==> src/rtl/tx_buffer_arbiter_pkg.sv <==
// Shared types for the node TX arbiter: flit format, arbitration mode and
// the channel-index wrap helper used by the priority picker.
package tx_buffer_arbiter_pkg;

    localparam int TX_NUM_CH = 4;
    localparam int FLIT_W    = 32;

    typedef logic [FLIT_W-1:0] flit_t;

    typedef enum logic {
        ARB_FIXED = 1'b0,
        ARB_RR    = 1'b1
    } arb_mode_t;

    // Channel index wrap for idx < 2*n, avoids a general modulo for odd NUM_CH.
    function automatic int unsigned wrap_idx(input int unsigned idx, input int unsigned n);
        return (idx >= n) ? idx - n : idx;
    endfunction

endpackage

==> src/rtl/tx_buffer_arbiter_rr_priority_pick.sv <==
// Combinational first-set picker: finds the first request at or above
// i_start, wrapping from NUM_CH-1 back to 0. i_start=0 gives plain lowest-index.
module rr_priority_pick
    import tx_buffer_arbiter_pkg::*;
#(
    parameter int NUM_CH = 4,
    parameter int CH_W   = $clog2(NUM_CH)
) (
    input  logic [NUM_CH-1:0] i_req,
    input  logic [CH_W-1:0]   i_start,
    output logic [CH_W-1:0]   o_idx,
    output logic              o_valid
);

    logic [CH_W-1:0] w_j;

    // NOTE: every always_comb output gets a default before any branch, so no
    // path can leave a value unassigned and infer a latch.
    always_comb begin
        o_idx   = '0;
        o_valid = 1'b0;
        w_j     = '0;
        for (int k = 0; k < NUM_CH; k++) begin
            w_j = CH_W'(wrap_idx(32'(i_start) + 32'(k), 32'(NUM_CH)));
            if (!o_valid && i_req[w_j]) begin
                o_valid = 1'b1;
                o_idx   = w_j;
            end
        end
    end

endmodule

==> src/rtl/tx_buffer_arbiter.sv <==
// N-channel TX arbiter feeding a registered single-entry output stage.
// Fixed priority with aging, or round-robin; channel 0 may preempt everything.
module tx_buffer_arbiter
    import tx_buffer_arbiter_pkg::*;
#(
    parameter int NUM_CH      = TX_NUM_CH,
    parameter int AGING_LIMIT = 16,
    parameter bit URGENT_CH0  = 1'b1,
    parameter int CH_W        = $clog2(NUM_CH)
) (
    input  logic                    clk,
    input  logic                    rst,
    input  arb_mode_t               arb_mode,
    input  flit_t [NUM_CH-1:0]      ch_flit,
    input  logic  [NUM_CH-1:0]      ch_valid,
    output logic  [NUM_CH-1:0]      ch_ready,
    output flit_t                   flit_out,
    output logic                    flit_out_valid,
    input  logic                    flit_out_ready,
    output logic  [CH_W-1:0]        out_ch,
    output logic  [NUM_CH-1:0]      starved
);

    localparam int AGE_W = (AGING_LIMIT > 0) ? $clog2(AGING_LIMIT + 1) : 1;
    localparam logic [AGE_W-1:0] AGE_MAX = AGE_W'(AGING_LIMIT);

    flit_t            r_flit_out;
    logic             r_out_valid;
    logic [CH_W-1:0]  r_out_ch;
    logic [CH_W-1:0]  r_rr_ptr;

    logic             w_load_en;
    logic             w_grant_valid;
    logic [CH_W-1:0]  w_grant;
    logic [CH_W-1:0]  w_rr_idx, w_st_idx, w_fx_idx;
    logic             w_rr_valid, w_st_valid, w_fx_valid;

    assign w_load_en = !r_out_valid || flit_out_ready;

    rr_priority_pick #(.NUM_CH(NUM_CH), .CH_W(CH_W)) u_pick_rr (
        .i_req   (ch_valid),
        .i_start (r_rr_ptr),
        .o_idx   (w_rr_idx),
        .o_valid (w_rr_valid)
    );

    rr_priority_pick #(.NUM_CH(NUM_CH), .CH_W(CH_W)) u_pick_starved (
        .i_req   (ch_valid & starved),
        .i_start ('0),
        .o_idx   (w_st_idx),
        .o_valid (w_st_valid)
    );

    rr_priority_pick #(.NUM_CH(NUM_CH), .CH_W(CH_W)) u_pick_fixed (
        .i_req   (ch_valid),
        .i_start ('0),
        .o_idx   (w_fx_idx),
        .o_valid (w_fx_valid)
    );

    always_comb begin
        w_grant_valid = 1'b0;
        w_grant       = '0;
        if (w_load_en) begin
            if (URGENT_CH0 && ch_valid[0]) begin
                w_grant_valid = 1'b1;
                w_grant       = '0;
            end else if (arb_mode == ARB_RR) begin
                w_grant_valid = w_rr_valid;
                w_grant       = w_rr_idx;
            end else if (w_st_valid) begin
                w_grant_valid = 1'b1;
                w_grant       = w_st_idx;
            end else begin
                w_grant_valid = w_fx_valid;
                w_grant       = w_fx_idx;
            end
        end
    end

    // Gated by rst so a source never sees a handshake while the stage is held in reset.
    always_comb begin
        ch_ready = '0;
        if (w_grant_valid && !rst)
            ch_ready[w_grant] = 1'b1;
    end

    // NOTE: state registers use non-blocking assignments so every flop samples
    // pre-edge values regardless of block ordering.
    always_ff @(posedge clk or posedge rst) begin
        if (rst) begin
            r_flit_out  <= '0;
            r_out_valid <= 1'b0;
            r_out_ch    <= '0;
            r_rr_ptr    <= '0;
        end else if (w_grant_valid) begin
            r_flit_out  <= ch_flit[w_grant];
            r_out_ch    <= w_grant;
            r_out_valid <= 1'b1;
            if (arb_mode == ARB_RR)
                r_rr_ptr <= (w_grant == CH_W'(NUM_CH - 1)) ? '0 : w_grant + 1'b1;
        end else if (w_load_en) begin
            r_out_valid <= 1'b0;
        end
    end

    assign flit_out       = r_flit_out;
    assign flit_out_valid = r_out_valid;
    assign out_ch         = r_out_ch;

    generate
        if (AGING_LIMIT > 0) begin : g_aging
            logic [AGE_W-1:0]  r_age     [NUM_CH];
            logic [AGE_W-1:0]  w_age_nxt [NUM_CH];
            logic [NUM_CH-1:0] r_starved;

            // Backpressure freezes ages; round-robin mode keeps them all at zero.
            always_comb begin
                for (int i = 0; i < NUM_CH; i++) begin
                    w_age_nxt[i] = r_age[i];
                    if (arb_mode == ARB_RR)
                        w_age_nxt[i] = '0;
                    else if (w_load_en) begin
                        if (w_grant_valid && w_grant == CH_W'(i))
                            w_age_nxt[i] = '0;
                        else if (ch_valid[i] && r_age[i] != AGE_MAX)
                            w_age_nxt[i] = r_age[i] + 1'b1;
                    end
                end
            end

            // NOTE: the age array is a handful of flops, not a RAM, so it is reset
            // with everything else; starved must read 0 straight out of reset.
            always_ff @(posedge clk or posedge rst) begin
                if (rst) begin
                    for (int i = 0; i < NUM_CH; i++)
                        r_age[i] <= '0;
                    r_starved <= '0;
                end else begin
                    for (int i = 0; i < NUM_CH; i++) begin
                        r_age[i]     <= w_age_nxt[i];
                        r_starved[i] <= (w_age_nxt[i] == AGE_MAX);
                    end
                end
            end

            assign starved = r_starved;
        end else begin : g_no_aging
            assign starved = '0;
        end
    endgenerate

endmodule

==> config.mk <==
export PLATFORM = sky130hd
export DESIGN_NAME = tx_buffer_arbiter
export DESIGN_NICKNAME = d
export VERILOG_FILES = /design/src/rtl/tx_buffer_arbiter_pkg.sv /design/src/rtl/tx_buffer_arbiter_rr_priority_pick.sv /design/src/rtl/tx_buffer_arbiter.sv
export SDC_FILE = /design/constraint.sdc
export NUM_CORES = 1
export LEC_CHECK = 0
export BUFFER_PORTS_ARGS = -buffer_cell sky130_fd_sc_hd__buf_2
export CAP_MARGIN = 15
export CORE_MARGIN = 5
export CORE_UTILIZATION = 36
export DETAILED_ROUTE_END_ITERATION = 8
export PLACE_DENSITY = 0.7
export SLEW_MARGIN = 20
export SYNTH_ARGS = -nofsm -noshare
export SYNTH_HDL_FRONTEND = slang
export SYNTH_SLANG_ARGS = --single-unit
==> constraint.sdc <==
create_clock -name clk -period 6.35 [get_ports clk]
set_clock_uncertainty 0.1 [all_clocks]
set_input_delay 1.905 -clock clk [delete_from_list [all_inputs] [get_ports clk]]
set_output_delay 1.905 -clock clk [all_outputs]
set_load 0.005 [all_outputs]
==> impl_metrics.py <==
metrics = {
    "logic_synthesis": {
        "synth_top_family_by_area": "multiplexers",
        "yosys.area_share.xor_xnor": 0.0373,
        "number_of_flops_mapped_to_enable_cells_by_yosys": 0,
        "synth_compound_gate_area_share": 0.136,
        "seq_area_frac_synth": 0.407,
        "synthFlopType": "sky130_fd_sc_hd__dfrtp_1",
        "synth.most_common_cell": "sky130_fd_sc_hd__dfrtp_1",
        "ys_seq_elements": 61,
        "syn_inst": 371,
        "synth.largest_area_cell": "sky130_fd_sc_hd__dfrtp_1",
        "synth_mux_area_frac": 0.170,
        "post_synth_main_area_contributors": "sky130_fd_sc_hd__dfrtp_1 (41%), sky130_fd_sc_hd__mux2i_1 (12%), sky130_fd_sc_hd__nand2_1 (5.5%)",
        "syn_nets": 519,
        "netlist-cell-type-count": 50,
        "synthTopCellsByCount": "sky130_fd_sc_hd__dfrtp_1 (61), sky130_fd_sc_hd__nand2_1 (55), sky130_fd_sc_hd__mux2i_1 (45), sky130_fd_sc_hd__o221ai_1 (21), sky130_fd_sc_hd__nor2_1 (18)",
        "synth_warnings": 0,
        "synthDominantCellAreaShare": 0.407,
        "ys_async_sr_fraction": 1.00,
        "post_synthesis_cell_area_sq_um": 3750,
        "post_synth_and_or_nand_nor_area_fraction": 0.156,
        "post_synth.cell_area_avg_sq_um": 10.1,
        "synth_fa_ha_area_frac": 0.0400,
    },
    "clocking": {
        "clockBufferDepth": 2,
        "clock_tree_from_tritoncts": "done",
        "clk_transition_reported_paths_ns": 0.06,
        "buffer_count_from_post_cts_setup_fixing": 0,
        "cts_hold_buf": 0,
        "h-tree-depth": 3,
        "clock_latency_reported_for_the_late_side_of_the_worst_skew_pair_ns": 0.33,
        "cts_inserted_buffers": 9,
        "cts_root_buffer": "sky130_fd_sc_hd__clkbuf_8",
        "post_cts_resized": 0,
        "cts.sink_count": 61,
    },
    "sta": {
        "finalCritPeriodShare": 0.882,
        "totalNegativeSetupSlack_ns": 0,
        "relSlewSlack": 0.335,
        "unrepaired_setup_endpoints_after_global_routing": "false",
        "timing_worst_slew_pin_value_ns": 0.997,
        "slew_limit_fails": 0,
        "final.min_clock_period_ns": 5.60,
        "hold_viol_final": 0,
        "setup-violations-final": 0,
        "maxClockFrequency_mhz": 179,
    },
    "die": {
        "initial_core_util": 0.367,
        "die_height_um": 112,
        "total_number_of_placement_rows": 37,
        "die_area_sq_um": 12600,
        "ios": 179,
        "standard_cell_core_area_sq_um": 10200,
        "die_x_um": 112,
    },
    "drt": {
        "drc": 0,
        "drt_first_pass_iters": 6,
        "routed_wire_length_per_instance_um": 15.9,
        "routed-via-count": 3496,
        "ant_nets": 0,
        "viasPerCell": 5.11,
        "detail_route.wirelength_mm": 10.9,
        "initial_drc_count": 148,
    },
    "worst_hold_path": {
        "worst_min_path_start": "out_ch[0]",
        "whs_path_depth": 2,
        "hp-class": "flip-flop to flip-flop",
    },
    "outcome": {
        "status": "finished, final reports clean",
    },
    "worst_setup_path": {
        "crit-reg2reg-launch": "starved[3]",
        "cp-end-kind": "output port",
        "worstSetupStartpointType": "input port",
        "cp.arrival_ns": 3.60,
        "start_point_of_the_critical_path": "ch_valid[2]",
        "crit_required_ns": 4.35,
        "regToRegSetupSlack_ns": 3.52,
        "cp_max_fo": 9,
        "critical_path_class": "input port to output port",
        "worstRegToRegCells": 8,
    },
    "grt": {
        "first_global_vias": 3754,
        "grt_start_max_net_pins": 66,
        "globalRouteOverflowTotal": 0,
        "grt_first_pass_wirelength_mm": 18.0,
        "track_usage": 0.173,
        "grt_antenna_before_repair": 0,
    },
    "placement": {
        "place.detailed.hpwl_mm": 8.39,
        "dpl.cell_count": 668,
        "gpl.final_weighted_congestion": 0.836,
        "place.port_buffers": 178,
    },
    "job": {
        "max_cap_viol": 0,
    },
    "layout": {
        "fin_cells": 684,
        "syn_to_final_growth_pct": 31.8,
        "final_nets": 691,
        "fillers": 978,
        "antenna_cells": 0,
        "final_core_utilization": 0.483,
        "final_layout_size_suffix_gt1_frac": 0.400,
    },
    "power_and_ir_drop": {
        "overall_power_mw": 1.08,
        "power.density_cell_area_nw_per_um2": 219,
        "worst_ir_drop_vdd_uv": 84.8,
        "leakagePower_nw": 2.70,
    },
}
## final cells by class
class	instances	area [sq um]	share of cell area
repair buffers	185	943	0.191
inverters	14	53.8	0.0109
well taps	136	170	0.0344
multi-input cells	272	2030	0.410
flip-flops and latches	61	1530	0.309
clock inverters	4	70.1	0.0142
clock buffers	12	155	0.0314
## kinds of logic after synthesis
logic type | Yosys count
and+or+nand+nor | 119
adders and majority gates | 12
AOI/OAI and AO/OA | 67
DFF | 61
xor gates and xnor gates | 16
buffers and inverters | 38
muxes | 58
## where the power goes
group          total (mW)  internal [mW]  switching [mW]
Clock               0.392          0.241           0.150
Combinational       0.242          0.121           0.121
Sequential          0.452          0.428          0.0241
## critical path, cell delays in order
cell	delay, ns
sky130_fd_sc_hd__buf_2	0.18
sky130_fd_sc_hd__nor2b_4	0.19
sky130_fd_sc_hd__a32oi_1	0.06
sky130_fd_sc_hd__a2111o_1	0.38
sky130_fd_sc_hd__and2_1	0.20
sky130_fd_sc_hd__inv_1	0.10
sky130_fd_sc_hd__ha_1	0.26
sky130_fd_sc_hd__and3_1	0.19
sky130_fd_sc_hd__buf_2	0.11
## metrics by stage
step,hold slack (ns),setup slack (ns),area (sq um)
after global routing,0.408,0.606,4940
final,0.380,0.749,4940
after floorplan,0.371,0.744,3750
after detailed placement,0.360,0.755,4720
after CTS,0.385,0.746,4940
after global placement,0.357,0.835,4720
## registers in the layout (all words and copies together) (netlist names)
name	flops
flit_out	32
flit_out_valid	1
r_rr_ptr	2
g_aging.r_age	20
starved	4
out_ch	2
## placed cells by master, fill, tap and decap left out, types with 2 or more instances in the layout
master,netlist,layout
sky130_fd_sc_hd__buf_2,4,178
sky130_fd_sc_hd__dfrtp_1,61,61
sky130_fd_sc_hd__nand2_1,55,55
sky130_fd_sc_hd__mux2i_1,45,45
sky130_fd_sc_hd__o221ai_1,21,21
sky130_fd_sc_hd__nor2_1,18,18
sky130_fd_sc_hd__a31oi_1,13,13
sky130_fd_sc_hd__inv_1,13,12
sky130_fd_sc_hd__o22ai_1,12,12
sky130_fd_sc_hd__ha_1,12,12
sky130_fd_sc_hd__mux2_4,11,11
sky130_fd_sc_hd__nand3_1,11,11
sky130_fd_sc_hd__xor2_1,11,11
sky130_fd_sc_hd__clkbuf_8,0,11
sky130_fd_sc_hd__and3_1,9,9
sky130_fd_sc_hd__buf_4,0,7
sky130_fd_sc_hd__xnor2_1,5,5
sky130_fd_sc_hd__a21oi_1,4,4
sky130_fd_sc_hd__a21o_1,4,4
sky130_fd_sc_hd__a211oi_1,4,4
sky130_fd_sc_hd__nand2b_1,3,3
sky130_fd_sc_hd__clkinv_2,0,3
sky130_fd_sc_hd__nand4bb_1,3,3
sky130_fd_sc_hd__nand4_1,3,3
sky130_fd_sc_hd__nor2b_1,2,2
sky130_fd_sc_hd__or4_1,2,2
sky130_fd_sc_hd__nor3_1,2,2
sky130_fd_sc_hd__bufinv_16,0,2
## worst paths after layout
check	end
worst max-delay path	ch_ready[3]
worst min-delay path	out_ch[0]
worst max register to register	flit_out[26]
worst min register to register	out_ch[0]
max in group asynchronous	flit_out[17]
min in group asynchronous	g_aging.r_age[14]
## metal layers
layer	global-route usage	part of all wire	vias up
met5	0	0	-
met4	0.0369	0.0068	0
met3	0.0512	0.063	8
met2	0.305	0.52	110
met1	0.210	0.41	1694
li1	-	-	1684
Power figures use the tool's default switching activity.
